**config.mk**
```make
export PLATFORM = sky130hd
export DESIGN_NAME = fp_issue_seq
export DESIGN_NICKNAME = d
export VERILOG_FILES = /design/src/rtl/fp_issue_seq.sv
export SDC_FILE = /design/constraint.sdc
export NUM_CORES = 1
export LEC_CHECK = 0
export ABC_CLOCK_PERIOD_IN_PS = 3900
export CELL_PAD_IN_SITES_DETAIL_PLACEMENT = 1
export CELL_PAD_IN_SITES_GLOBAL_PLACEMENT = 2
export CORE_MARGIN = 2
export CORE_UTILIZATION = 28
export CTS_CLUSTER_DIAMETER = 200
export DETAILED_ROUTE_END_ITERATION = 16
export PLACE_DENSITY = 0.88
export RECOVER_POWER = 50
export SKIP_CTS_REPAIR_TIMING = 1
export SLEW_MARGIN = 0
export SYNTH_ARGS = -nofsm -noshare
export SYNTH_HDL_FRONTEND = slang
export SYNTH_SLANG_ARGS = --single-unit
```
**constraint.sdc**
```tcl
create_clock -name clk_i -period 3.9 [get_ports clk_i]
set_input_delay 0.78 -clock clk_i [delete_from_list [all_inputs] [get_ports clk_i]]
set_output_delay 0.78 -clock clk_i [all_outputs]
set_load 0.02 [all_outputs]
```
**src/rtl/fp_issue_seq.sv**
```systemverilog
// fp_issue_seq: streams a program from synchronous memory into an FPU,
// keeping at most MAX_OUT instructions in flight and retiring results in order.
module fp_issue_seq #(
  parameter int MAX_OUT = 4,
  parameter int AW      = 5
) (
  input  logic          clk_i,
  input  logic          rst_i,
  input  logic          start_i,
  input  logic [AW:0]   prog_len_i,
  output logic [AW-1:0] mem_addr_o,
  input  logic [31:0]   mem_data_i,
  output logic [31:0]   instr_o,
  output logic          in_valid_o,
  input  logic          in_ready_i,
  input  logic [31:0]   result_i,
  input  logic          out_valid_i,
  output logic          out_ready_o,
  output logic          res_valid_o,
  output logic [31:0]   res_data_o,
  output logic [AW-1:0] res_idx_o,
  output logic          done_o,
  output logic          err_o,
  output logic          busy_o
);

  typedef enum logic [2:0] {
    S_IDLE, S_FETCH, S_ISSUE, S_DRAIN, S_DONE
  } state_t;

  localparam logic [AW:0] LP_MAX = MAX_OUT[AW:0];
  localparam logic [AW:0] LP_ONE = {{AW{1'b0}}, 1'b1};

  state_t        r_state;
  logic [AW:0]   r_len;
  logic [AW:0]   r_issued;
  logic [AW:0]   r_retired;
  logic [AW-1:0] r_addr;
  logic [31:0]   r_instr;
  logic          r_load;
  logic          r_res_valid;
  logic [31:0]   r_res_data;
  logic [AW-1:0] r_res_idx;
  logic          r_done;
  logic          r_err;

  logic [AW:0] w_outst;
  logic [AW:0] w_iss_nx;
  logic        w_in_valid;
  logic        w_out_ready;
  logic        w_in_hs;
  logic        w_out_hs;

  assign w_outst     = r_issued - r_retired;
  assign w_iss_nx    = r_issued + LP_ONE;
  assign w_in_valid  = (r_state == S_ISSUE) && (w_outst < LP_MAX);
  assign w_out_ready = (r_state == S_FETCH) || (r_state == S_ISSUE) ||
                       (r_state == S_DRAIN);
  assign w_in_hs     = w_in_valid && in_ready_i;
  assign w_out_hs    = out_valid_i && w_out_ready;

  // Read data lands in the first ISSUE cycle: forward it, then hold the copy.
  assign instr_o     = r_load ? mem_data_i : r_instr;
  assign mem_addr_o  = r_addr;
  assign in_valid_o  = w_in_valid;
  assign out_ready_o = w_out_ready;
  assign res_valid_o = r_res_valid;
  assign res_data_o  = r_res_data;
  assign res_idx_o   = r_res_idx;
  assign done_o      = r_done;
  assign err_o       = r_err;
  assign busy_o      = (r_state != S_IDLE);

  always_ff @(posedge clk_i or posedge rst_i) begin
    if (rst_i) begin
      r_state     <= S_IDLE;
      r_len       <= '0;
      r_issued    <= '0;
      r_retired   <= '0;
      r_addr      <= '0;
      r_instr     <= '0;
      r_load      <= 1'b0;
      r_res_valid <= 1'b0;
      r_res_data  <= '0;
      r_res_idx   <= '0;
      r_done      <= 1'b0;
      r_err       <= 1'b0;
    end else begin
      r_res_valid <= 1'b0;
      r_done      <= 1'b0;
      r_load      <= 1'b0;
      if (r_load)
        r_instr <= mem_data_i;
      // A result with nothing in flight cannot belong to any instruction.
      if (w_out_hs) begin
        if (w_outst == '0) begin
          r_err <= 1'b1;
        end else begin
          r_res_valid <= 1'b1;
          r_res_data  <= result_i;
          r_res_idx   <= r_retired[AW-1:0];
          r_retired   <= r_retired + LP_ONE;
        end
      end
      unique case (r_state)
        S_IDLE: begin
          if (start_i) begin
            r_len     <= prog_len_i;
            r_issued  <= '0;
            r_retired <= '0;
            r_err     <= 1'b0;
            r_addr    <= '0;
            r_state   <= (prog_len_i == '0) ? S_DONE : S_FETCH;
          end
        end
        S_FETCH: begin
          r_load  <= 1'b1;
          r_state <= S_ISSUE;
        end
        S_ISSUE: begin
          if (w_in_hs) begin
            r_issued <= w_iss_nx;
            if (w_iss_nx == r_len) begin
              r_state <= S_DRAIN;
            end else begin
              r_addr  <= r_addr + 1'b1;
              r_state <= S_FETCH;
            end
          end
        end
        S_DRAIN: begin
          if (r_retired == r_len)
            r_state <= S_DONE;
        end
        S_DONE: begin
          r_done  <= 1'b1;
          r_state <= S_IDLE;
        end
        default: r_state <= S_IDLE;
      endcase
    end
  end

endmodule

```
==> results.md <==
* Run status: finished with violations
* Failing checks: max-capacitance violations, max-slew violations
* Cell taking the most area after synthesis: dfrtp_1
* Setup crit start kind: register
* Antenna diodes at 0
* Dominant cells by area after synthesis: dfrtp_1 57%, mux2_2 17%, nand2_1 3.3%
* Min-delay src: r_instr[25]
* Async SR Flop Fraction at 1.00
* Share of Yosys cell area claimed by the top area cell type at 0.567
* Antenna Nets Post-Route at 0
* Type of the most critical hold path: register to register
* Setup slack of the critical path after layout at between 0.4 and 0.5 ns
* Tot Pwr at about 0.0057 W
* Buffer type at the clock tree root: clkbuf_16
* Maximum buffer depth of the clock tree at 2
* Buf/Inv on CP at 2
* Half-perimeter wire length of the detailed placement result at approximately 8.8 mm
* Number of nets at the end of the flow at around 590
* Port bufs at 154
* Worst Setup End Kind: output port
* Biggest cell delay along the critical path at slightly above 0.6 ns
* Number of remaining DRC errors at 0
* Syn nets at between 400 and 500
* Die outline width at around 130 um
* Floorplan core area at 0.0152 sq mm
* Drt via density at 4.76
* Clock sinks at between 90 and 100
* Pin slew with the least headroom to its limit at roughly 2.3 ns
* Aggregate routed wire length at about 12 mm
* Mean instance size in the synthesized netlist at about 12 sq um
* Number of cells on the worst reg-to-reg path at 8
* Cell depth of the worst hold path at 1
* Initial antenna violation count at 0
* Number of hold violations in the final report at 0
* Top FF cell, synth: dfrtp_1
* DRT Pass-1 Iters at 4
* Time the worst path needs with I/O delays and setup at 3.45 ns
* Count of yosys warnings during synthesis at 0
* Capture instance of the worst register-to-register path: res_data_o[20]
* Final Cycle Share at 0.885
* Maximum number of pins on one net before global-route repair at between 50 and 60
* Max-cap violations at 1
* Layout overhead on the synthesized area at 47.0%
* Clock skew at 0.0149 ns
* Register-to-register setup slack at around 0.97 ns
* Data required time of the critical path at around 3.1 ns
* Cell breakdown of the critical path: inv_1, ha_1, nor2b_1, a2111oi_4, o22ai_2, nor2_1, clkdlybuf4s50_1
* Combined global-route utilization of all metal layers at 0.140
* Leakage power at ~2.6 nW
* Peak supply drop at 0.269 mV
* Max Clk Rate at between 200 and 300 MHz
* Height of the die at 129 um
* Non-filler instance count after layout at 701
* Highest net fanout along the worst path at 9
* Last weighted congestion value of the routability-driven placer at around 0.76
* Post-Syn Instances at 355
* Slew Limit Headroom at -0.544
* TritonCTS clock tree: built
* R2r startpoint: r_retired[1]
* Initial core utilization at 0.287
* Boundary Pins at around 160
* Netlist cell types at 44
* Worst-Skew Late Latency at 0.35 ns
* Placed Cells incl. Taps at approximately 700
* Number of flops mapped to enable cells by yosys at 0
* Clock slew seen by the registers of the worst setup and hold paths at about 0.07 ns
* Layout cell share with drive strength beyond 1 at 0.136
* Number of register bits inferred by synthesis at just under 100
* Final setup violation count at 0
* Worst hold path endpoint: r_instr[25]
* Max H-tree Level at 3
* Setup TNS at 0 ns
* Data arrival at the endpoint of the critical path at 2.67 ns
* Via count of the first global-routing pass at around 3,500
* Via total after detailed routing at ~3,300
* Post-DR wirelength/cell at roughly 17 um
* Area of the die at between 0.015 and 0.02 sq mm
* Worst Setup Slack post-DPL at between 0.8 and 0.9 ns
* Largest delay share family, worst path: buffers and inverters
* Remaining global-route overflow at 0
* Setup CP Type: register to output port
* Power density cells at 885 mW/mm^2
* Total clock buffers created by CTS at 9
* Proportion of synthesized chip area in sequential cells at 0.567
* Initial DRC Count at 110
* First-pass GRT wire length at 18.3 mm
* Worst path slowest cell: clkdlybuf4s50_1
* Std-Cell Rows at 45
* Post-Syn Area at around 0.0044 sq mm
* Slew Limit Fails at 58
* Setup repair after global routing missed its margin: no
layout by cell type, fill, tap and decap left out, types with 2 or more instances in the layout:
master	instances
clkbuf_16	9
mux2_2	45
o21ai_0	12
nand4_1	2
o31ai_1	2
inv_1	14
dfrtp_1	99
a21oi_1	4
nor3_1	7
o21a_1	3
or4_1	2
nand3b_1	2
ha_1	8
nand3_1	10
clkinvlp_4	2
buf_12	2
nand2_1	38
nor2b_1	3
a31oi_1	2
nor4_1	2
dlygate4sd3_1	2
and2_1	3
o211ai_1	5
clkdlybuf4s50_1	152
xor2_1	6
mux2_1	20
or3_1	4
inv_8	2
mux2i_1	6
xnor2_1	10
nor2_1	15
area by class of cell:
class	count	area, sq um
Multi-Input combinational cell	227	1780
Fill cell	1611	8780
Clock inverter	7	60.1
Tap cell	188	235
Sequential cell	99	2480
Clock buffer	9	225
Inverter	14	52.6
Timing Repair Buffer	157	1590
cells in the mapped netlist, types with 2 or more instances:
cell type,number
nor2b_1,3
dfrtp_1,99
nand3_1,10
or4_1,2
o31ai_1,2
o21a_1,3
nor2_1,15
nand2_1,38
a31oi_1,2
buf_1,3
nand4_1,2
a21oi_1,4
mux2_2,65
mux2i_1,6
ha_1,8
nor4_1,2
or3_1,4
buf_2,5
nand3b_1,2
nor3_1,7
inv_1,14
o21ai_0,12
o211ai_1,5
and2_1,3
xor2_1,6
clkbuf_1,6
xnor2_1,10
worst reg2reg max path: cells and delay by family, from the launching register on:
family | cells | cell delay (ns)
flops | 1 | 0.45
fa+ha+maj | 1 | 0.31
buf+inv | 2 | 0.38
mux | 1 | 0.37
simple gates | 1 | 0.18
compound gates | 3 | 1.13
worst max path at each step:
stage                     cells after the start         end         start  slack, ns
after floorplan                               1      done_o         rst_i       0.53
after global placement                        7  in_valid_o  r_retired[1]       0.89
after detailed placement                      7  in_valid_o  r_retired[1]       0.83
after CTS                                     7  in_valid_o  r_retired[1]       0.43
after global routing                          7  in_valid_o  r_retired[1]       0.29
final                                         7  in_valid_o  r_retired[1]       0.45
registers in the layout, indices dropped and copies added (netlist names):
name and count:
done_o 1, err_o 1, mem_addr_o 5, r_instr 32, r_issued 6, r_len 6
r_load 1, r_retired 6, r_state 3, res_data_o 32, res_idx_o 5, res_valid_o 1
metrics by stage:
step | area (sq um) | utilization | hold WS [ns]
after floorplan | 4370 | - | 0.492
after global placement | 6140 | 0.404 | 0.478
after detailed placement | 6140 | 0.404 | 0.485
after CTS | 6420 | 0.423 | 0.504
after global routing | 6420 | 0.422 | 0.509
final | 6420 | 0.422 | 0.485
power breakdown:
| part | switching (W) | internal (W) |
|---|---|---|
| Sequential | 0.000295 | 0.00150 |
| Combinational | 0.00153 | 0.00150 |
| Clock | 0.000422 | 0.000444 |
| Total | 0.00225 | 0.00344 |
logic make-up after synthesis:
logic type	share of synthesized area
flops	0.567
simple gates	0.105
fa+ha+maj	0.0229
mux	0.181
xor+xnor	0.0358
buf+inv	0.0272
compound gates	0.0610
metal layers:
metal  global-route usage  part of all wire  up-vias
met5                    0                 0        -
met4               0.0422             0.011        0
met3               0.0304             0.053       11
met2                0.244              0.51       95
met1                0.174              0.43     1691
li1                     -                 -     1540
Power figures use the tool's default switching activity.
